$ cat config.mk
export PLATFORM = sky130hd
export DESIGN_NAME = axis_insert_last_flat
export DESIGN_NICKNAME = d
export VERILOG_FILES = /design/src/rtl/axis_insert_last_if.sv /design/src/rtl/axis_insert_last.sv /design/src/flat_wrapper.sv
export SDC_FILE = /design/constraint.sdc
export NUM_CORES = 1
export LEC_CHECK = 0
export BUFFER_PORTS_ARGS = -buffer_cell sky130_fd_sc_hd__buf_4
export CORE_ASPECT_RATIO = 0.9
export CORE_MARGIN = 2
export CORE_UTILIZATION = 48
export CTS_BUF_LIST = sky130_fd_sc_hd__clkbuf_16
export DETAILED_ROUTE_END_ITERATION = 10
export MAX_ROUTING_LAYER = met4
export PLACE_DENSITY = 0.79
export SYNTH_ARGS = -nofsm -noshare
export SYNTH_HDL_FRONTEND = slang
export SYNTH_SLANG_ARGS = --single-unit
$ cat constraint.sdc
create_clock -name clk -period 3.26 [get_ports clk]
set_input_delay 0.163 -clock clk [delete_from_list [all_inputs] [get_ports clk]]
set_output_delay 0.163 -clock clk [all_outputs]
set_load 0.01 [all_outputs]
$ cat src/rtl/axis_insert_last_if.sv
// AXI-Stream bundle (tdata/tlast/tvalid/tready) used on both sides of axis_insert_last.
// Latency: none; this file only groups wires.
// Backpressure: tready flows from slave to master, everything else from master to slave.
//
// Ports (modports):
//   master : drives tdata, tlast, tvalid; samples tready
//   slave  : samples tdata, tlast, tvalid; drives tready
interface axis_insert_last_if #(
    parameter int DATA_WIDTH = 64
);
    logic [DATA_WIDTH-1:0] tdata;
    logic                  tlast;
    logic                  tvalid;
    logic                  tready;

    modport master (output tdata, output tlast, output tvalid, input tready);
    modport slave  (input tdata, input tlast, input tvalid, output tready);
endinterface

$ cat src/rtl/axis_insert_last.sv
// Re-frames AXI-Stream: forwards data beats with tlast cleared and appends one trailer beat (tlast=1) per frame.
// Latency: one cycle (registered output stage); each frame costs exactly one input bubble for the trailer.
// Backpressure: s_axis.tready = PASS state & output register free; never depends on s_axis.tvalid.
//
// Ports:
//   clk, rst   : single clock; rst is asynchronous, active-high
//   s_axis     : upstream stream (slave modport); tlast marks a frame's last data beat
//   m_axis     : downstream stream (master modport); tlast high only on trailer beats
//   tail_sent  : one-cycle registered pulse after each trailer handshake
// Optional build macro AXIS_INSERT_LAST_CNT_EN: when defined, the trailer's low CNT_WIDTH bits
// carry the frame's data-beat count; otherwise the trailer is TAIL_WORD.
module axis_insert_last #(
    parameter int                    DATA_WIDTH = 64,
    parameter int                    CNT_WIDTH  = 16,
    parameter int                    MAX_BEATS  = 1024,
    parameter logic [DATA_WIDTH-1:0] TAIL_WORD  = {DATA_WIDTH{1'b1}}
) (
    input  logic                       clk,
    input  logic                       rst,
    axis_insert_last_if.slave          s_axis,
    axis_insert_last_if.master         m_axis,
    output logic                       tail_sent
);

    localparam logic [0:0] ST_PASS = 1'b0;
    localparam logic [0:0] ST_TAIL = 1'b1;

    logic [0:0]            state;
    logic [CNT_WIDTH-1:0]  cnt;
    logic [CNT_WIDTH-1:0]  cnt_inc;
    logic                  free;
    logic                  s_fire;
    logic                  m_fire;
    logic                  end_frame;
    logic [DATA_WIDTH-1:0] tail_dat;

    // Output register can accept a new beat when empty or being drained this cycle.
    assign free          = !m_axis.tvalid | m_axis.tready;
    assign s_axis.tready = (state == ST_PASS) & free;
    assign s_fire        = s_axis.tvalid & s_axis.tready;
    assign m_fire        = m_axis.tvalid & m_axis.tready;
    assign cnt_inc       = cnt + CNT_WIDTH'(1);

    // A frame closes on the upstream tlast or when it reaches the forced length;
    // both together still produce a single trailer.
    assign end_frame     = s_axis.tlast | (cnt_inc == CNT_WIDTH'(MAX_BEATS));

`ifdef AXIS_INSERT_LAST_CNT_EN
    logic [CNT_WIDTH-1:0] tail_cnt;

    assign tail_dat = {TAIL_WORD[DATA_WIDTH-1:CNT_WIDTH], tail_cnt};

    always_ff @(posedge clk or posedge rst) begin
        if (rst) begin
            tail_cnt <= '0;
        end else if (s_fire && end_frame) begin
            tail_cnt <= cnt_inc;
        end
    end
`else
    assign tail_dat = TAIL_WORD;
`endif

    always_ff @(posedge clk or posedge rst) begin
        if (rst) begin
            state         <= ST_PASS;
            cnt           <= '0;
            m_axis.tdata  <= '0;
            m_axis.tlast  <= 1'b0;
            m_axis.tvalid <= 1'b0;
            tail_sent     <= 1'b0;
        end else begin
            tail_sent <= m_fire & m_axis.tlast;

            if (state == ST_PASS) begin
                if (s_fire) begin
                    m_axis.tdata  <= s_axis.tdata;
                    m_axis.tlast  <= 1'b0;
                    m_axis.tvalid <= 1'b1;
                    if (end_frame) begin
                        cnt   <= '0;
                        state <= ST_TAIL;
                    end else begin
                        cnt <= cnt_inc;
                    end
                end else if (m_fire) begin
                    m_axis.tvalid <= 1'b0;
                end
            end else begin
                // Trailer waits for the last data beat to leave (or be leaving) the register.
                if (free) begin
                    m_axis.tdata  <= tail_dat;
                    m_axis.tlast  <= 1'b1;
                    m_axis.tvalid <= 1'b1;
                    state         <= ST_PASS;
                end
            end
        end
    end

endmodule

$ cat src/flat_wrapper.sv
// flat-port wrapper written by rule: the top's interface ports become plain ports
module axis_insert_last_flat 
#(
    parameter int                    DATA_WIDTH = 64,
    parameter int                    CNT_WIDTH  = 16,
    parameter int                    MAX_BEATS  = 1024,
    parameter logic [DATA_WIDTH-1:0] TAIL_WORD  = {DATA_WIDTH{1'b1}}
)
  (clk, rst, tail_sent, s_axis_tdata, s_axis_tlast, s_axis_tvalid, s_axis_tready, m_axis_tdata, m_axis_tlast, m_axis_tvalid, m_axis_tready);
  axis_insert_last_if #(.DATA_WIDTH(DATA_WIDTH)) s_axis_i ();
  axis_insert_last_if #(.DATA_WIDTH(DATA_WIDTH)) m_axis_i ();
  input  logic clk;
  input  logic rst;
  output logic tail_sent;
  input wire logic [$bits(s_axis_i.tdata)-1:0] s_axis_tdata;
  input wire logic [$bits(s_axis_i.tlast)-1:0] s_axis_tlast;
  input wire logic [$bits(s_axis_i.tvalid)-1:0] s_axis_tvalid;
  output wire logic [$bits(s_axis_i.tready)-1:0] s_axis_tready;
  output wire logic [$bits(m_axis_i.tdata)-1:0] m_axis_tdata;
  output wire logic [$bits(m_axis_i.tlast)-1:0] m_axis_tlast;
  output wire logic [$bits(m_axis_i.tvalid)-1:0] m_axis_tvalid;
  input wire logic [$bits(m_axis_i.tready)-1:0] m_axis_tready;
  assign s_axis_i.tdata = s_axis_tdata;
  assign s_axis_i.tlast = s_axis_tlast;
  assign s_axis_i.tvalid = s_axis_tvalid;
  assign s_axis_tready = s_axis_i.tready;
  assign m_axis_tdata = m_axis_i.tdata;
  assign m_axis_tlast = m_axis_i.tlast;
  assign m_axis_tvalid = m_axis_i.tvalid;
  assign m_axis_i.tready = m_axis_tready;
  axis_insert_last #(.DATA_WIDTH(DATA_WIDTH), .CNT_WIDTH(CNT_WIDTH), .MAX_BEATS(MAX_BEATS), .TAIL_WORD(TAIL_WORD)) u_core (.clk(clk), .rst(rst), .s_axis(s_axis_i), .m_axis(m_axis_i), .tail_sent(tail_sent));
endmodule
; ---- Yosys cells after proc, flatten, opt, wreduce, memory -nomap -nowiden
; Cells that the tools add are included.
[classes]
n_eq_ne = 2
n_reduce_logical = 6
muxes = 14
add_sub_neg = 1
bitwise_logic = 7
[op_table]
columns = cell, n
row1 = $mux 64, 3
row2 = $add 16x1->16 const B, 1
row3 = $eq 16x11->1 const B, 1
row4 = $mux 16, 1
row5 = $mux 1, 10
row6 = $reduce_and 2->1, 3
row7 = $and 1x1->1, 4
row8 = $reduce_bool 3->1, 1
row9 = $ne 2x2->1 const B, 1
row10 = $or 1x1->1, 2
row11 = $reduce_bool 2->1, 1
row12 = $logic_not 1->1, 1
row13 = $not 1->1, 1
[word_totals]
reg_bits = 84
output_inout_bits = 68
word_cells = 36
input_bits = 69

; ---- Longest topological paths before layout
; Gate-level depths: netlist of the first run.
[logic_depth]
ltp_word = 6
depth_mapped = 8
mapped_depth_nobuf = 7

; ---- Worst setup path after synthesis of the first run
; No wires, ideal clock.
[synth_timing]
kind = reg2reg
startpoint = register u_core.cnt[0]
endpoint = register u_core.cnt[10]
setup_slack_ps = 1302
stages_incl_launch_ff = 9
period_less_slack_ps = 1958
t_required_ps = 3128
t_arrival_ps = 1826
path_buffers = 1
setup_ps = 132
cell_sequence = dfrtp_1 > ha_1 > and3_1 > buf_2 > a21o_1 > a2111oi_1 > o211ai_1 > o221ai_1 > o21ai_0
[synth_via]
elab_chain_len = 4
[synth_rtl]
columns = element, line_no
row1 = from (decl), axis_insert_last.sv:29  ; logic [CNT_WIDTH-1:0] cnt;
row2 = from (signal assigned), axis_insert_last.sv:84  ; cnt <= cnt_inc;
row3 = $add 16x1->16 (*), axis_insert_last.sv:42  ; assign cnt_inc = cnt + CNT_WIDTH'(1);
row4 = $eq 16x11->1, axis_insert_last.sv:46  ; assign end_frame = s_axis.tlast | (cnt_inc == CNT_WIDTH'(MAX_BEATS));
row5 = $or 1x1->1, axis_insert_last.sv:46
row6 = $mux 16 (*), axis_insert_last.sv:80  ; if (end_frame) begin
; Mark *: on every way between the ends. The rest lies on a longest branch, timed or not.
; A chain may end at the register's enable or synchronous reset.

; ---- Worst setup path after layout of the first run
[layout_timing]
startpoint = register u_core.m_axis.tvalid
endpoint = register u_core.m_axis.tdata[29]
[layout_via]
elab_chain_len = 6
elab_cells_between_ends = 7
classes_between = eq/ne: 1 / bitwise: 3 / reduce/logical: 3
[layout_rtl]
columns = element, line_no
row1 = from (decl), axis_insert_last_if.sv:16  ; modport master (output tdata, output tlast, output tvalid, input tready);
row2 = from (signal assigned), axis_insert_last.sv:70  ; m_axis.tvalid <= 1'b0;
row3 = from (signal assigned), axis_insert_last.sv:79  ; m_axis.tvalid <= 1'b1;
row4 = from (signal assigned), axis_insert_last.sv:87  ; m_axis.tvalid <= 1'b0;
row5 = $logic_not 1->1 (*), axis_insert_last.sv:38  ; assign free = !m_axis.tvalid | m_axis.tready;
row6 = $or 1x1->1 (*), axis_insert_last.sv:38
row7 = $and 1x1->1, axis_insert_last.sv:39  ; assign s_axis.tready = (state == ST_PASS) & free;
row8 = $and 1x1->1, axis_insert_last.sv:40  ; assign s_fire = s_axis.tvalid & s_axis.tready;
row9 = $reduce_bool 2->1 (no source line), n/a
row10 = $reduce_and 2->1 (no source line) (*), n/a
row11 = to (decl), axis_insert_last_if.sv:16
; Marks and branches as above.

==> impl_metrics.json, run 1 <==
{
  "run_status": "complete, but fails checks",
  "violations": "hold timing",
  "die_width_um": 93.78,
  "critPathLaunchType": "flip-flop",
  "diodes": 0,
  "critPathRequiredTime_ns": 3.53,
  "cts_resized": 0,
  "core_area_um2": 7039,
  "cpLargestDelayFamily": "simple AND/OR/NAND/NOR gates",
  "power.total_mw": 3.055,
  "drt_iter0_drc": 213,
  "rsz0062_at_grt": "false",
  "cts_htree_levels": 3,
  "track_usage_pct": 24.46,
  "num_io_pins": 137,
  "cp.buffers_inverters": 1,
  "path_class": "reg2reg",
  "dpl.hpwl_um": 6190,
  "syn_nets": 361,
  "r2r_slack_ns": 1.12,
  "antenna_found_initial": 0,
  "slew_headroom_pct": 42.84,
  "max_freq_ghz": 0.4662,
  "ys_top_cells_by_area": "dfrtp_1 (60%), o22a_1 (16%), o21ai_0 (2.4%)",
  "hold_viol_final": 50,
  "fin_util_pct": 69.93,
  "drive_above_1_share_pct": 39.11,
  "slowest_delay_ns": 0.57,
  "max-clock-path-buffers": 2,
  "synthTopCellsByCount": "dfrtp_1 (84), o22a_1 (64), o21ai_0 (17)",
  "setup_tns_ns": 0,
  "clock_power_share_pct": 37.7,
  "crit_arrival_ns": 2.41,
  "cts_setup_buffers": 0,
  "hold_slack_ns": -0.01776,
  "drcViolationCount": 0,
  "rows": 29,
  "ctsHoldBuffers": 0,
  "dieArea_um2": 7953,
  "worstPathCellList": "nor2b_1 -> nor2_1 -> nand2_2 -> buf_4 -> o22a_1",
  "cts.sinks": 84,
  "ir_drop_mv": 0.3528,
  "io_buffers": 136,
  "wl_per_cell_um": 17.48,
  "max-cap-violations": 0,
  "cp-end-kind": "flip-flop",
  "grt_start_max_net_pins": 60,
  "grt_pass1_vias": 3068,
  "p_switching_uw": 786.4,
  "synth_top_area_share_pct": 60.37,
  "via_count": 2978,
  "cpMaxStageDelayCell": "buf_4",
  "fin_crit_sh_pct": 65.80,
  "clock_skew_ns": 0.006615,
  "drtAntennaViolNets": 0,
  "swShare_pct": 25.74,
  "internal_power_mw": 2.269,
  "synth_area_per_cell_um2": 11.97,
  "pre_cts_slack_ns": 1.192,
  "synth.most_common_cell": "dfrtp_1",
  "clkLatencyLatePin_ns": 0.34,
  "sequentialPowerShare_pct": 41.9,
  "fin_crit_ns": 2.145,
  "yosysUniqueCellTypes": 43,
  "ys_warn_count": 0,
  "fin_ws_ns": 1.115,
  "synth-async-reset-ratio_pct": 100.0,
  "die_h_um": 84.80,
  "vias_per_cell": 5.727,
  "synth_area_leader_cell": "dfrtp_1",
  "synth-seq-cells": 84,
  "slew_viol_final": 0,
  "wirelength_um": 9090,
  "min_path_type": "in2async",
  "synth_edf_count": 0,
  "cts_tree": "built",
  "powerDensity_nw_per_um2": 620.8,
  "cts_root_buf": "clkbuf_16",
  "synthCells": 291,
  "worstPathMaxFanout": 59,
  "start_util_pct": 49.47,
  "leakagePower_nw": 2.161,
  "ys_seq_area_share_pct": 60.37,
  "grt_pass1_wl_um": 14730,
  "clk_pin_slew_ns": 0.06,
  "routabilityCongestion": 0.9277,
  "first_pass_iters": 4,
  "grt_overflow": 0,
  "cts_buffers": 9,
  "comb_power_share_pct": 20.4,
  "dominantRegCellSynth": "dfrtp_1",
  "syn_area_um2": 3482,
  "finalSetupViolations": 0,
  "syn_to_final_growth_pct": 41.36,
  "worst_pin_slew_ns": 0.8564,
  "nNetsFinal": 492
}
## per-stage QoR
step	std cells	area, µm²
after floorplan	291	3482
after global placement	504	4582
after detailed placement	504	4582
after CTS	520	4922
after global routing	520	4922
final	520	4922
## sequential cells by signal (all words and copies together) (netlist names)
signal                count
u_core.m_axis.tdata      64
u_core.state              1
u_core.cnt               16
u_core.m_axis.tlast       1
u_core.tail_sent          1
u_core.m_axis.tvalid      1
## routing by layer
metal  wire length (µm)  global-route usage (%)  vias up
met1               3778                   29.79     1453
met2               4466                   38.70      135
li1                   -                       -     1363
met4                276                   9.354        0
met5                  0                       -        -
met3                568                   7.002       27
## power by group through the flow
stage / clock [mW] / sequential [mW] / combinational (mW)
after floorplan: 0 / 1.35 / 0.220
after global placement: 0 / 1.29 / 0.614
after detailed placement: 0 / 1.30 / 0.626
after CTS: 1.17 / 1.28 / 0.630
after global routing: 1.22 / 1.30 / 0.673
final: 1.15 / 1.28 / 0.622
## layout by cell type, fill, tap and decap left out, drive strengths merged, types with 2 or more instances in the layout
cell | synthesis | routed
o22a | 64 | 64
o31ai | 3 | 3
and2 | 2 | 2
nor4 | 4 | 4
nand4 | 5 | 5
clkinv | 0 | 2
and3 | 6 | 6
o21ai | 19 | 19
inv | 7 | 8
nand2 | 13 | 13
a21oi | 5 | 5
a31oi | 4 | 4
nand2b | 2 | 2
nor2b | 3 | 3
dfrtp | 84 | 84
clkbuf | 16 | 9
nor3 | 6 | 6
a22o | 4 | 4
buf | 5 | 141
bufinv | 0 | 3
nor2 | 13 | 13
nand3 | 11 | 11
## cell type report
| cell class | count | area [µm²] |
|---|---|---|
| inverters | 7 | 27.53 |
| flip-flops and latches | 84 | 2102 |
| clock buffers | 9 | 225.2 |
| multi-input cells | 179 | 1277 |
| clock inverters | 7 | 115.1 |
| well taps | 93 | 116.4 |
| repair buffers | 141 | 1059 |
| fillers | 520 | 2117 |
## worst paths after layout
path                                                     start                                   to  depth (start not counted)
setup / recovery              u_core.m_axis.tvalid$_DFFE_PP0P_  u_core.m_axis.tdata[29]$_DFFE_PP0P_                          5
hold / removal                                             rst  u_core.m_axis.tdata[57]$_DFFE_PP0P_                          2
setup reg to reg              u_core.m_axis.tvalid$_DFFE_PP0P_  u_core.m_axis.tdata[29]$_DFFE_PP0P_                          5
hold reg to reg            u_core.m_axis.tdata[35]$_DFFE_PP0P_  u_core.m_axis.tdata[35]$_DFFE_PP0P_                          1
max in group asynchronous                                  rst           u_core.cnt[15]$_DFFE_PP0P_                          3
min in group clk                               s_axis_tdata[3]   u_core.m_axis.tdata[3]$_DFFE_PP0P_                          2
## cell families after synthesis
logic type / synth area share [%]
AO/OA/AOI/OAI: 24.04
buffers and inverters: 3.342
XOR/XNOR: 0.2516
AND/OR/NAND/NOR: 11.35
flip-flops: 60.37
adder cells (fa/ha/maj): 0.3593
multiplexers: 0.2875
Power figures use the tool's default switching activity.
==> run 2: changes to the inputs <==
clock period = 2 ns   (was 3.26 ns; I/O delays follow)
==> impl_metrics.json, run 2 (synthesis results as in run 1) <==
{
  "run_status": "complete, but fails checks",
  "violations": "setup timing",
  "swShare_pct": 27.88,
  "setup_tns_ns": -0.01937,
  "cpLargestDelayFamily": "compound AO/OA/AOI/OAI gates",
  "drt_iter0_drc": 218,
  "internal_power_mw": 3.376,
  "cts_root_buf": "clkbuf_16",
  "power.total_mw": 4.681,
  "sequentialPowerShare_pct": 44.7,
  "worstHoldStart": "s_axis_tdata[33]",
  "path_class": "reg2reg",
  "comb_power_share_pct": 23.4,
  "grt_pass1_vias": 3163,
  "max-clock-path-buffers": 2,
  "first_pass_iters": 4,
  "grt_start_max_net_pins": 58,
  "reg2reg_depth": 6,
  "die_width_um": 93.78,
  "cp.buffers_inverters": 0,
  "cts.sinks": 84,
  "via_count": 3083,
  "largest_reg_flops": 64,
  "cts_buffers": 9,
  "ir_drop_mv": 0.8841,
  "track_usage_pct": 26.15,
  "start_util_pct": 49.47,
  "critPathLaunchType": "flip-flop",
  "nNetsFinal": 528,
  "rsz0062_at_grt": "true",
  "worstPathMaxFanout": 6,
  "cpMaxStageDelayCell": "or4_1",
  "rr_startpoint": "u_core.cnt[0]$_DFFE_PP0P_",
  "hold_path_end": "u_core.m_axis.tdata[33]$_DFFE_PP0P_",
  "routabilityCongestion": 0.9240,
  "slew_viol_final": 0,
  "dpl.hpwl_um": 6382,
  "die_h_um": 84.80,
  "pre_cts_slack_ns": -0.07979,
  "core_area_um2": 7039,
  "drcViolationCount": 0,
  "num_io_pins": 137,
  "max_freq_ghz": 0.4952,
  "max-cap-violations": 0,
  "min_path_type": "in2reg",
  "leakagePower_nw": 2.291,
  "io_buffers": 136,
  "worst_pin_slew_ns": 0.6448,
  "hold_slack_ns": 0.001751,
  "wl_per_cell_um": 17.56,
  "antenna_found_initial": 0,
  "critPathRequiredTime_ns": 2.21,
  "clock_skew_ns": 0.01028,
  "diodes": 0,
  "p_switching_mw": 1.305,
  "fin_crit_ns": 2.019,
  "fin_ws_ns": -0.01937,
  "slowest_delay_ns": 0.44,
  "clk_pin_slew_ns": 0.06,
  "fin_crit_sh_pct": 101.0,
  "syn_to_final_growth_pct": 51.28,
  "rows": 29,
  "r2r_slack_ns": -0.02,
  "finalSetupViolations": 1,
  "top_regs": "u_core.m_axis.tdata: 64 flops, u_core.cnt: 16 flops",
  "vias_per_cell": 5.545,
  "clkLatencyLatePin_ns": 0.33,
  "cp-end-kind": "flip-flop",
  "final_common_cell": "buf_4",
  "grt_overflow": 0,
  "grt_pass1_wl_um": 15680,
  "most-common-layout-cells": "buf_4 (144), dfrtp_1 (84), o22a_1 (64)",
  "cts_htree_levels": 3,
  "crit_arrival_ns": 2.23,
  "cts_tree": "built",
  "whs_path_depth": 2,
  "hold_viol_final": 0,
  "dieArea_um2": 7953,
  "wirelength_um": 9763,
  "clock_power_share_pct": 32.0,
  "top_register": "u_core.m_axis.tdata",
  "powerDensity_nw_per_um2": 888.7,
  "fillers": 471,
  "slew_headroom_pct": 56.91,
  "drtAntennaViolNets": 0,
  "drive_above_1_share_pct": 38.01,
  "worstPathCellList": "a211o_1 -> or4_1 -> a211oi_2 -> o211ai_1 -> o221ai_1 -> o21ai_1",
  "r2r_end": "u_core.cnt[10]$_DFFE_PP0P_"
}
[run 2: cell count changes in the layout (fill, tap and decap cells not counted), moves of 2 or more]
cell	delta
clkinv_1	+2
buf_4	+3
dlygate4sd3_1	+30
buf_12	+3
bufinv_16	-3
[run 2: worst max path at each step]
stage / start / to / slack (ns) / cells after the start
floorplan: u_core.cnt[0]$_DFFE_PP0P_ / u_core.cnt[10]$_DFFE_PP0P_ / 0.04 / 8
global placement: u_core.cnt[0]$_DFFE_PP0P_ / u_core.cnt[10]$_DFFE_PP0P_ / 0.02 / 7
detailed placement: u_core.cnt[0]$_DFFE_PP0P_ / u_core.cnt[10]$_DFFE_PP0P_ / -0.08 / 7
CTS: u_core.cnt[0]$_DFFE_PP0P_ / u_core.cnt[10]$_DFFE_PP0P_ / 0.03 / 7
global route: u_core.cnt[0]$_DFFE_PP0P_ / u_core.cnt[10]$_DFFE_PP0P_ / -0.15 / 6
finish: u_core.cnt[0]$_DFFE_PP0P_ / u_core.cnt[10]$_DFFE_PP0P_ / -0.02 / 6
[run 2: cell type report]
type                            count  area [µm²]  share of cell area, %
Tap cell                           93       116.4                  2.209
Sequential cell                    84        2102                  39.91
Timing Repair Buffer              177        1441                  27.36
Multi-Input combinational cell    179        1311                  24.89
Clock buffer                        9       225.2                  4.276
Clock inverter                      7       41.29                 0.7838
Inverter                            7       30.03                 0.5701
[run 2: stage by stage]
step,instance area (µm²),cells,util (%)
2_1_floorplan,3486,291,-
3_5_place_dp,4659,509,66.19
4_1_cts,5194,551,73.78
5_1_grt,5268,556,74.83
3_3_place_gp,4659,509,66.19
6_report,5268,556,74.83
[run 2: worst register-to-register path: cells and delay by family (launching register included)]
kind / cells / cell delay (ns)
compound gates: 5 / 1.04
simple gates: 1 / 0.44
flops: 1 / 0.42
[run 2: repair_timing]
item | 4_1_cts | 5_1_grt
gates resized for setup | 3 | 4
hold buffers | 26 | 4
setup endpoints to repair | 4 | 5
pin swaps | 2 | 7
hold endpoints to repair | 40 | 4
setup buffers | 0 | 1
[run 2: layer usage]
| layer | part of all wire, % | up-vias | wire, µm | global-route usage [%] |
|---|---|---|---|---|
| met5 | 0 | - | 0 | - |
| met4 | 2.3 | 0 | 222 | 10.41 |
| met3 | 5.0 | 20 | 489 | 3.591 |
| met2 | 52 | 121 | 5032 | 43.18 |
| met1 | 41 | 1503 | 4018 | 32.67 |
| li1 | - | 1439 | - | - |
[run 2: power by group through the flow]
stage          sequential [mW]  combinational [mW]  clock (mW)
2_1_floorplan             2.20               0.360           0
4_1_cts                   2.09                1.09        1.51
3_5_place_dp              2.12                1.04           0
5_1_grt                   2.12                1.18        1.61
3_3_place_gp              2.10                1.02           0
6_report                  2.09                1.09        1.50
